===== config.mk =====
export PLATFORM = sky130hd
export DESIGN_NAME = cn_serial
export DESIGN_NICKNAME = d
export VERILOG_FILES = /design/src/rtl/cn_pkg.sv /design/src/rtl/cn_serial_min2.sv /design/src/rtl/cn_serial.sv
export SDC_FILE = /design/constraint.sdc
export NUM_CORES = 1
export LEC_CHECK = 0
export ABC_CLOCK_PERIOD_IN_PS = 3350
export CORE_MARGIN = 1
export CORE_UTILIZATION = 50
export CTS_CLUSTER_DIAMETER = 30
export DETAILED_ROUTE_END_ITERATION = 6
export DONT_BUFFER_PORTS = 1
export PLACE_DENSITY_LB_ADDON = 0.2
export SLEW_MARGIN = 15
export SYNTH_ARGS = -nofsm -noshare
export SYNTH_HDL_FRONTEND = slang
export SYNTH_SLANG_ARGS = --single-unit

===== constraint.sdc =====
create_clock -name clk -period 3.35 [get_ports clk]
set_input_delay 1.005 -clock clk [delete_from_list [all_inputs] [get_ports clk]]
set_output_delay 1.005 -clock clk [all_outputs]
set_load 0.05 [all_outputs]

===== src/rtl/cn_pkg.sv =====
// cn_pkg: shared types and helpers for the serial check-node block.
// Sign-magnitude pack/unpack and saturating offset subtraction.
package cn_pkg;

  localparam int unsigned MW = 32;

  typedef logic [MW-1:0] word_t;

  typedef enum logic {
    COLLECT = 1'b0,
    EMIT    = 1'b1
  } cn_state_e;

  // w is the full message width; the sign sits at bit w-1.
  function automatic logic sm_sign(
    input word_t       m,
    input int unsigned w
  );
    return m[w-1];
  endfunction

  function automatic word_t sm_mag(
    input word_t       m,
    input int unsigned w
  );
    word_t mask;
    mask = (word_t'(1) << (w - 1)) - word_t'(1);
    return m & mask;
  endfunction

  function automatic word_t sm_pack(
    input logic        s,
    input word_t       mag,
    input int unsigned w
  );
    word_t r;
    r      = mag;
    r[w-1] = s;
    return r;
  endfunction

  function automatic word_t sat_sub(
    input word_t a,
    input word_t b
  );
    return (a > b) ? (a - b) : '0;
  endfunction

endpackage


===== src/rtl/cn_serial_min2.sv =====
// cn_min2_update: next min1/min2/min1-index given one new magnitude.
// Ports: min1, min2, idx, mag, e_idx in; min1_nx, min2_nx, idx_nx out.
module cn_min2_update #(
  parameter int MAGW = 7,
  parameter int IW   = 3
) (
  input  logic [MAGW-1:0] min1,
  input  logic [MAGW-1:0] min2,
  input  logic [IW-1:0]   idx,
  input  logic [MAGW-1:0] mag,
  input  logic [IW-1:0]   e_idx,
  output logic [MAGW-1:0] min1_nx,
  output logic [MAGW-1:0] min2_nx,
  output logic [IW-1:0]   idx_nx
);

  // Strict compares: a tie with min1 lands in min2 and the
  // first edge holding the minimum keeps the index.
  always_comb begin
    min1_nx = min1;
    min2_nx = min2;
    idx_nx  = idx;
    if (mag < min1) begin
      min2_nx = min1;
      min1_nx = mag;
      idx_nx  = e_idx;
    end else if (mag < min2) begin
      min2_nx = mag;
    end
  end

endmodule


===== src/rtl/cn_serial.sv =====
// cn_serial: serial offset-min-sum check node, one edge per cycle.
// Ports: clk, rst_n; in_valid/in_ready/in_msg; out_valid/out_ready/out_msg/out_idx.
module cn_serial
  import cn_pkg::*;
#(
  parameter int WIDTH  = 8,
  parameter int DEG    = 6,
  parameter int OFFSET = 0
) (
  input  logic                   clk,
  input  logic                   rst_n,
  input  logic                   in_valid,
  output logic                   in_ready,
  input  logic [WIDTH-1:0]       in_msg,
  output logic                   out_valid,
  input  logic                   out_ready,
  output logic [WIDTH-1:0]       out_msg,
  output logic [$clog2(DEG)-1:0] out_idx
);

  localparam int MAGW = WIDTH - 1;
  localparam int IW   = $clog2(DEG);

  cn_state_e state, state_nx;

  logic [IW-1:0]   cnt;
  logic [MAGW-1:0] min1, min2;
  logic [IW-1:0]   idx;
  logic            tot;
  logic [DEG-1:0]  sgns;

  logic [MAGW-1:0] n_min1, n_min2, in_mag;
  logic [IW-1:0]   n_idx, nxt_idx;
  logic            in_sgn, tot_nx;
  logic            acc, hs, last_in, last_out;

  assign in_mag   = MAGW'(sm_mag(word_t'(in_msg), WIDTH));
  assign in_sgn   = sm_sign(word_t'(in_msg), WIDTH);
  assign tot_nx   = tot ^ in_sgn;
  assign acc      = in_valid & in_ready;
  assign hs       = out_valid & out_ready;
  assign last_in  = (cnt == IW'(DEG - 1));
  assign last_out = (out_idx == IW'(DEG - 1));
  assign nxt_idx  = out_idx + 1'b1;

  cn_min2_update #(
    .MAGW (MAGW),
    .IW   (IW)
  ) u_min2 (
    .min1    (min1),
    .min2    (min2),
    .idx     (idx),
    .mag     (in_mag),
    .e_idx   (cnt),
    .min1_nx (n_min1),
    .min2_nx (n_min2),
    .idx_nx  (n_idx)
  );

  function automatic logic [WIDTH-1:0] mk(
    input logic [MAGW-1:0] m1,
    input logic [MAGW-1:0] m2,
    input logic [IW-1:0]   ix,
    input logic [IW-1:0]   e,
    input logic            s
  );
    word_t mag;
    mag = sat_sub(word_t'((e == ix) ? m2 : m1),
                  word_t'(OFFSET));
    return WIDTH'(sm_pack(s & (mag != '0), mag, WIDTH));
  endfunction

  always_ff @(posedge clk or negedge rst_n) begin
    if (!rst_n) state <= COLLECT;
    else        state <= state_nx;
  end

  always_comb begin
    state_nx = state;
    unique case (state)
      COLLECT: if (acc && last_in)  state_nx = EMIT;
      EMIT:    if (hs && last_out)  state_nx = COLLECT;
      default: state_nx = COLLECT;
    endcase
  end

  always_ff @(posedge clk or negedge rst_n) begin
    if (!rst_n) begin
      in_ready  <= 1'b0;
      out_valid <= 1'b0;
      out_msg   <= '0;
      out_idx   <= '0;
      cnt       <= '0;
      min1      <= '1;
      min2      <= '1;
      idx       <= '0;
      tot       <= 1'b0;
      sgns      <= '0;
    end else begin
      in_ready  <= (state_nx == COLLECT);
      out_valid <= (state_nx == EMIT);
      if (acc) begin
        cnt        <= last_in ? '0 : cnt + 1'b1;
        min1       <= n_min1;
        min2       <= n_min2;
        idx        <= n_idx;
        tot        <= tot_nx;
        sgns[cnt]  <= in_sgn;
        // Edge 0 is built from the frame's final trackers,
        // which include the edge accepted this cycle.
        if (last_in) begin
          out_idx <= '0;
          out_msg <= mk(n_min1, n_min2, n_idx, '0,
                        tot_nx ^ sgns[0]);
        end
      end
      if (hs) begin
        if (last_out) begin
          out_idx <= '0;
          out_msg <= '0;
          min1    <= '1;
          min2    <= '1;
          idx     <= '0;
          tot     <= 1'b0;
          sgns    <= '0;
        end else begin
          out_idx <= nxt_idx;
          out_msg <= mk(min1, min2, idx, nxt_idx,
                        tot ^ sgns[nxt_idx]);
        end
      end
    end
  end

endmodule

==> results.md <==
* Final TNS setup at 0 ns
* Fraction of synthesis flops using an asynchronous set or reset pin at 100%
* Total iterations of the first detailed-routing run at 5
* Largest net degree at the start of global routing at 41
* DRC errors left at 0
* Worst clock skew on the final layout at between 0.01 and 0.015 ns
* Commonest non-fill, non-tap cell in the layout: sky130_fd_sc_hd__nand2_1
* Most repeated library cell on the critical path: sky130_fd_sc_hd__o32ai_1
* Antenna violations before repair at 0
* Relative slew slack at 57.7%
* Run status: finished, final reports clean
* Nets in the synthesized netlist at 330
* Port buffer count at 0
* Pwr/cell area at 1180 nW/µm²
* Row Count at 25
* Sort of element at the start of the critical path: input pin
* Post-CTS Resized at 0
* Last weighted congestion value of the routability-driven placer at about 0.9
* CP required at 3.54 ns
* Num Clock Sinks at 40
* Detailed Route Iter0 Violations at 139
* Cts bufs inserted at 5
* Leftover overflow at the end of global routing at 0
* Total number of vias at 2273
* Top cell type by total area after synthesis: sky130_fd_sc_hd__dfrtp_1
* Share of Yosys cell area claimed by the top area cell type at 25.9%
* Buffer cell driving the clock tree root: sky130_fd_sc_hd__clkbuf_8
* Flip-flop cell with the highest count after synthesis: sky130_fd_sc_hd__dfrtp_1
* Final HPWL from detailed placement at 4610 µm
* First-pass GRT wire length at 10300 µm
* Setup violations, final at 0
* Mean instance size in the synthesized netlist at 8.27 µm²
* Routed Wire Length at 6300 µm
* Die Wd at 72.9 µm
* Final worst path period share at 83.8%
* R2R setup slack at 0.58 ns
* Critical path fanouts, max at 7
* Die area at between 5000 and 6000 µm²
* Clock transition time at the flip-flop clock pins of the worst setup and hold paths at roughly 0.08 ns
* MaxCap Viol Count at 0
* Fmax at 356 MHz
* Share of post-route cells with drive strength above 1 at 10.7%
* Number of buffers on the longest clock path at 2
* Insertion delay to the later sink of the worst-skew pair at 0.30 ns
* TritonCTS clock tree: done
* Vias in the first global route at just over 2000
* Footprint of the flip-flops and latches at 1020 µm²
* Stage delay of the slowest cell on the critical path at around 0.36 ns
* Worst hold path type: in -> async
* Global-route usage over all layers at 25.8%
* Antenna cell count at 0
* Share of the yosys chip area belonging to registers at around two fifths
* Hold violation total from the final report at 0
* Combined area of all synthesized cells at 2510 µm²
* Filler Cells Inserted at 457
* Slew at the pin with the worst max-slew slack at about 0.63 ns
* Initial core utilization at 52.5%
* Number of flops mapped to enable cells by yosys at 0
* Standard cell with the maximum stage delay on the critical path: sky130_fd_sc_hd__a211o_1
* Count of hold-fix buffers inserted at cts at 0
* Number of nets in the layout at about 330
* Total of warnings raised by yosys at 0
* Setup repair after global routing missed its margin: false
* Commonest non-fill, non-tap cells in the layout: 44 x sky130_fd_sc_hd__nand2_1, 38 x sky130_fd_sc_hd__nor2_1, 36 x sky130_fd_sc_hd__a21oi_1
* Class of the most critical setup path: in -> reg
* Max-slew violation count at 0
* Synthesis-to-finish area growth at 8.01%
* Cell count after synthesis at 304
* Post-Place Cells at 368
* Time the final worst path needs with I/O delays and setup at roughly 2.8 ns
* Setup fix buffers added after clock tree synthesis at 0
* Via-to-Cell Ratio at ~6.0
* Area taken by multi-input logic gates at 1390 µm²
* Core box area at 4790 µm²
* Total leakage power at roughly 1.2 nW
* Power consumption at 3.19 mW
* Sort of element at the end of the critical path: flop
* IR drop worst, VDD at 461 µV
* Cells traversed along the worst timing path: ha_1 -> a21oi_1 -> nand2_1 -> a211o_1 -> and3_1 -> o32ai_1 -> o32ai_1 -> nor4_1 -> o21ai_1
* Die outline height at about 73 µm
* Data arrival time of the critical path at about 3.0 ns
* Final ANT Viol Nets at 0
* Unique masters post-synth at 37
* Number of flip-flops and latches in the synthesized netlist at 40
* Largest cells by area after synthesis: sky130_fd_sc_hd__dfrtp_1 26%, sky130_fd_sc_hd__dfstp_2 15%, sky130_fd_sc_hd__a21oi_1 7.2%
* Top delay family on crit path: compound AO/OA/AOI/OAI gates
* Final Instance Count excl. Fillers at 376
* Post-DR wirelength/cell at 16.8 µm
* Io pins at 25
* Worst path buffer plus inverter count at 0
* CTS H-tree depth at 2
[per-stage QoR]
stage,util (%),setup slack [ns],hold WS (ns),cell area (µm²)
after floorplan,-,0.392,0.481,2510
after global placement,54.5,0.341,0.506,2610
after detailed placement,54.5,0.258,0.514,2610
after CTS,56.7,0.568,0.387,2720
after global routing,56.7,0.246,0.381,2720
final,56.7,0.542,0.391,2720
[power by group]
part / total [mW] / internal [mW] / switching, mW / leakage [nW]
Combinational: 1.53 / 0.606 / 0.923 / 0.653
Clock: 0.393 / 0.221 / 0.172 / 0.0552
Sequential: 1.27 / 0.779 / 0.490 / 0.464
Total: 3.19 / 1.61 / 1.59 / 1.17
[final timing paths]
kind / cells past startpoint / end / start
min: 0 / out_msg[2]$_DFFE_PN0P_ / rst_n
min in group clk: 2 / sgns[4]$_DFF_PN0_ / sgns[4]$_DFF_PN0_
min reg2reg: 2 / sgns[4]$_DFF_PN0_ / sgns[4]$_DFF_PN0_
max in group asynchronous: 0 / min2[1]$_DFF_PN1_ / rst_n
max reg2reg: 10 / out_msg[7]$_DFFE_PN0P_ / min1[5]$_DFF_PN1_
max: 9 / out_msg[7]$_DFFE_PN0P_ / in_msg[5]
[cells in the mapped netlist, drive strengths merged (2+ instances only)]
master,n
xor2,4
mux2i,8
xnor2,5
nor2,38
and3,2
o31ai,2
dfrtp,26
o211ai,7
nand2,44
nand3,7
dfstp,14
inv,16
o21ai,26
nor4,4
o22ai,2
a22oi,5
nor3,9
a21oi,38
clkbuf,10
nor2b,2
o32ai,7
a21o,2
ha,14
nand4,4
[layout make-up]
class                   instances  area share (%)
multi-input cells             238            51.3
clock buffers                   6            2.67
clock inverters                 2            1.29
well taps                      67            3.09
flip-flops and latches         40            37.5
repair buffers                  7            1.94
inverters                      16            2.21
[state kept, by name, summed over array words and instances, names as in the netlist]
name	cells
tot	1
cnt	3
out_valid	1
out_msg	8
idx	3
out_idx	3
min2	7
sgns	6
in_ready	1
min1	7
[layer usage]
| layer | routed length (µm) | track usage [%] | part of all wire (%) |
|---|---|---|---|
| met5 | 0 | 0 | 0 |
| met4 | 153 | 8.93 | 2.4 |
| met3 | 355 | 4.14 | 5.6 |
| met2 | 2750 | 38.0 | 44 |
| met1 | 3040 | 38.3 | 48 |
[cells by family after synthesis]
logic type / Yosys count / share of synthesized area [%]
AO/OA/AOI/OAI: 91 / 21.5
XOR/XNOR: 9 / 3.14
adder cells (fa/ha/maj): 14 / 6.97
buffers and inverters: 26 / 4.08
flip-flops: 40 / 40.5
multiplexers: 9 / 4.08
AND/OR/NAND/NOR: 115 / 19.7
Power figures use the tool's default switching activity.
